===== config.mk =====
export PLATFORM = sky130hd
export DESIGN_NAME = load_store_unit
export DESIGN_NICKNAME = d
export VERILOG_FILES = /design/src/rtl/load_store_unit.sv
export SDC_FILE = /design/constraint.sdc
export NUM_CORES = 1
export LEC_CHECK = 0
export CAP_MARGIN = 20
export CELL_PAD_IN_SITES_DETAIL_PLACEMENT = 1
export CELL_PAD_IN_SITES_GLOBAL_PLACEMENT = 1
export CORE_ASPECT_RATIO = 0.9
export CORE_UTILIZATION = 37
export DETAILED_ROUTE_END_ITERATION = 10
export PLACE_DENSITY = 0.95
export SLEW_MARGIN = 10
export SYNTH_ARGS = -nofsm -noshare
export SYNTH_HDL_FRONTEND = slang
export SYNTH_SLANG_ARGS = --single-unit

===== constraint.sdc =====
create_clock -name clk -period 7 [get_ports clk]
set_input_delay 2.1 -clock clk [delete_from_list [all_inputs] [get_ports clk]]
set_output_delay 2.1 -clock clk [all_outputs]
set_load 0.005 [all_outputs]

===== src/rtl/load_store_unit.sv =====
// load_store_unit: single-outstanding load/store engine with sub-word merge and sign/zero extension
module load_store_unit #(
  parameter int ADDR_LEN = 32,
  parameter int DATA_LEN = 32
) (
  input  logic                clk,
  input  logic                reset,
  input  logic                req_valid,
  output logic                req_ready,
  input  logic                req_we,
  input  logic [1:0]          req_size,
  input  logic                req_unsigned,
  input  logic [ADDR_LEN-1:0] req_addr,
  input  logic [DATA_LEN-1:0] req_wdata,
  output logic                resp_valid,
  input  logic                resp_ready,
  output logic [DATA_LEN-1:0] resp_rdata,
  output logic                resp_err,
  output logic [ADDR_LEN-1:0] dmem_addr,
  output logic [DATA_LEN-1:0] dmem_wdata,
  output logic                dmem_we,
  input  logic [DATA_LEN-1:0] dmem_rdata
);
  typedef enum logic [2:0] {IDLE, READ, MERGE, WRITE, RESP} state_t;
  state_t state, state_n;
  logic [ADDR_LEN-1:0] addr_q;
  logic [1:0] size_q;
  logic we_q, uns_q, err_q;
  logic [DATA_LEN-1:0] wdata_q, rdata_q;
  logic req_err, accept, sub_store;
  logic [4:0] sh;
  logic [DATA_LEN-1:0] mask, lane, load_data, merged;
  assign req_err = req_size == 2'b11 || (req_size == 2'b01 && req_addr[0]) ||
                   (req_size == 2'b10 && req_addr[1:0] != 2'b00);
  assign req_ready = state == IDLE && !reset;
  assign accept = req_valid && req_ready;
  // Bit offset of the addressed lane; word accesses are aligned so it is 0 for them
  assign sh = size_q == 2'b00 ? {addr_q[1:0], 3'b000} : {addr_q[1], 4'b0000};
  assign mask = (size_q == 2'b00 ? 32'h0000_00ff : 32'h0000_ffff) << sh;
  assign lane = dmem_rdata >> sh;
  assign load_data = size_q == 2'b10 ? dmem_rdata :
                     size_q == 2'b01 ? {{16{~uns_q & lane[15]}}, lane[15:0]} :
                                       {{24{~uns_q & lane[7]}}, lane[7:0]};
  assign merged = (dmem_rdata & ~mask) | ((wdata_q << sh) & mask);
  assign sub_store = state == MERGE && we_q;
  assign resp_valid = state == RESP;
  assign resp_rdata = rdata_q;
  assign resp_err = err_q;
  assign dmem_addr = {2'b00, addr_q[ADDR_LEN-1:2]};
  assign dmem_we = state == WRITE || sub_store;
  assign dmem_wdata = state == WRITE ? wdata_q : sub_store ? merged : '0;
  always_comb begin
    state_n = state;
    case (state)
      IDLE:         if (accept) state_n = req_err ? RESP : (req_we && req_size == 2'b10) ? WRITE : READ;
      READ:         state_n = MERGE;
      MERGE, WRITE: state_n = RESP;
      RESP:         state_n = resp_ready ? IDLE : RESP;
      default:      state_n = IDLE;
    endcase
  end
  always_ff @(posedge clk or posedge reset) begin
    if (reset) begin
      state   <= IDLE;
      addr_q  <= '0;
      size_q  <= '0;
      we_q    <= 1'b0;
      uns_q   <= 1'b0;
      err_q   <= 1'b0;
      wdata_q <= '0;
      rdata_q <= '0;
    end else begin
      state <= state_n;
      if (accept) begin
        addr_q  <= req_addr;
        size_q  <= req_size;
        we_q    <= req_we;
        uns_q   <= req_unsigned;
        wdata_q <= req_wdata;
        err_q   <= req_err;
        rdata_q <= '0;
      end
      if (state == MERGE && !we_q) rdata_q <= load_data;
    end
  end
endmodule


==> key figures <==
Run status
  – Status: completed

Clock tree
  – Cell chosen for the clock root: clkbuf_16
  – Cts bufs inserted: 9
  – CTS tree: yes
  – Post-CTS Hold Buffers: 0
  – CTS sink cnt: 104
  – H-tree levels: 3
  – Postcts setup bufs: 0
  – Worst-path clk slew: 70 ps
  – Post-cts sizing count: 0
  – CTS Buffer Depth: 2
  – Clk_lat worst skew: 350 ps

Finish
  – Fin area: 7810 um2
  – Ant. Diodes: 0
  – Seq. cell area: 2600 um2
  – Area grow syn2layout: 39.9%
  – Commonest non-fill, non-tap cell in the layout: clkdlybuf4s50_1
  – Multi-input gate area: 2550 um2
  – Filler cell count: 1566
  – Most frequent cells in the layout: clkdlybuf4s50_1, dfrtp_1, mux2_2
  – NumNets Final: 752
  – Share of cells above drive strength 1: 17.2%

Global route
  – First-pass GRT wire length: 29.9 mm
  – Total grt overflow: 0
  – Initial antenna violation count: 0
  – Number of global-route vias before repair: 5133
  – GRT Util Overall: 25.3%
  – Largest net degree at the start of global routing: 87

Worst setup path
  – CP cell instances: clkdlybuf4s50_1 -> mux2i_1 -> o21ai_0 -> clkdlybuf4s50_1
  – Critical path required time: 4900 ps
  – Worst Setup End Kind: output pin
  – CP Launch Type: primary input
  – WS Path Type: in -> out
  – Critical Path Max Stage Delay: 670 ps
  – Buf/Inv on CP: 2
  – Crit-path leading delay family: buffers and inverters
  – Critical Path Fanout Max: 5
  – Slowest cell on the critical path: clkdlybuf4s50_1
  – Cell repeated most along the worst path: clkdlybuf4s50_1
  – CP arrival: 3690 ps

Floorplan
  – Std cell rows: 42
  – Die Area: 15600 um2
  – Core ar.: 14700 um2
  – Die Y: 119 um
  – Die width: 131 um
  – Initial Util: 37.9%
  – Ports: 204

STA
  – Final Hold Viols: 0
  – Post-layout min period: 5790 ps
  – Fin. max-slew vios: 0
  – Crit share post-route: 82.8%
  – Worst slew pin tran: 1140 ps
  – RSZ-0062 raised after global routing: no
  – Final setup vio count: 0
  – Max frequency: 0.173 GHz
  – Skew final: 4.33 ps
  – Slew HR: 24.0%
  – Sum Neg Setup Slack: 0 ps

Synth
  – Sequential share of the synthesized area: 46.6%
  – Yosys cell types: 41
  – Main flop type after synthesis: dfrtp_1
  – Ys Warns: 0
  – Async SR Flop Fraction: 100%
  – Syn Std Cell Area: 5580 um2
  – Post-synth EDFFs: 0
  – Avg Cell Area, Syn: 11.2 um2
  – Cells after Synth: 499
  – Yosys reg bits: 104

Placed design
  – Placed cell areas: 7490 um2
  – Post-DP HPWL: 14.5 mm
  – Routability Congestion: 0.875
  – Number of port buffers: 201

Detailed routing
  – Post-DR wirelength/cell: 22.9 um
  – Pre-Repair DR Iteration Count: 5
  – DRT iter0 DRCs: 253
  – DRT Wirelength: 19.4 mm
  – DRC errors left: 0
  – Via count: 4724
  – Vias per inst: 5.55
  – Antenna-violating nets left: 0

Power
  – Clock Power Share: 19.8%
  – Peak VDD IR: 0.158 mV
  – Total leakage power: 0.00319 uW
  – Power Total: 2380 uW
  – Internal Power: 1590 uW
  – Power Dens Cells: 305 nW/um2
  – Seq pwr share: 40.5%
  – Sw Ratio: 33.2%
  – Comb power frac: 39.7%
  – NetSw: 792 uW

Hold path
  – HP Class: reg -> reg

Job
  – MaxCap Viol Count: 0
-- cells by family (layout without fill, tap and decap cells) --
family / count (synthesis) / after routing / share of synthesized area [%]
DFF: 104 / 104 / 46.6
muxes: 125 / 125 / 24.3
buffers and inverters: 81 / 234 / 7.98
and+or+nand+nor: 81 / 81 / 7.82
AOI/OAI and AO/OA: 107 / 107 / 13.2
other: 1 / 2 / 0.0672
-- sequential cells by signal, summed over array words and instances, names as in the netlist --
register and cells:
addr_q 32, resp_rdata 32, size_q 2, state 3, wdata_q 32, we_q 1
resp_err 1, uns_q 1
-- metrics by stage --
stage	utilization [%]	hold WS [ps]	instances	setup WS [ps]
final	53.1	488	851	1210
after detailed placement	50.9	475	833	1250
after floorplan	-	471	500	2170
after global placement	50.8	473	832	1240
after global routing	53.1	516	851	1150
after CTS	52.8	501	849	1230
-- routing by layer --
metal	track usage (%)	wire length, um	up-vias	share of wire, %
met2	42.1	9780	201	50
met5	0	0	-	0
met1	31.1	7680	2396	39
met3	6.74	1430	34	7.3
met4	10.4	562	0	2.9
li1	-	-	2093	-
-- worst paths after layout --
check	startpoint	endpoint	slack, ps	cells past startpoint
setup / recovery	dmem_rdata[12]	dmem_wdata[12]	1210	4
hold / removal	resp_err	resp_err	490	2
setup reg to reg	state[0]	resp_rdata[28]	4160	3
hold reg to reg	resp_err	resp_err	490	2
max in group asynchronous	reset	resp_rdata[16]	3640	3
min in group asynchronous	reset	state[0]	2350	2
-- power by group through the flow --
stage	Combinational, uW	Sequential (uW)	Clock, uW
floorplan	608	894	0
finish	947	966	472
CTS	942	961	488
global route	1010	991	507
detailed placement	934	972	0
global placement	899	951	0
-- worst register-to-register path, delay by kind of cell, from the launching register on --
family | cells | cell delay, ps
simple gates | 2 | 2050
flops | 1 | 470
compound gates | 1 | 250
-- synth_stat cells (2+ instances only) --
master    count  area share [%]
or4b_1        2            0.36
o21bai_1      2            0.27
nand3_1       9            0.81
a21oi_1      16             1.4
mux2_2       84              17
clkbuf_1     21             1.4
nand2_1      29             2.0
nor3_1        4            0.36
mux2i_1      41             7.4
o21a_1        2            0.27
buf_4        34             4.6
nor3b_1       2            0.27
buf_1         5            0.34
dfrtp_1     104              47
inv_1        10            0.67
o21ai_0      38             3.4
o311ai_0      7             1.1
a221o_1      23             4.1
nor2_1       13            0.87
o22ai_1       6            0.67
nor2b_1       5            0.56
a221oi_1      6            0.94
or3_1         6            0.67
nand2b_1      4            0.45
buf_2        10            0.90
-- area by class of cell --
cell class,count,share of cell area (%)
clock inverter,5,0.401
timing repair buffer,208,26.8
multi-input combinational,315,32.6
tap,198,3.17
inverter,10,0.513
sequential,104,33.3
clock buffer,11,3.11
(Power assumes the default switching activity.)
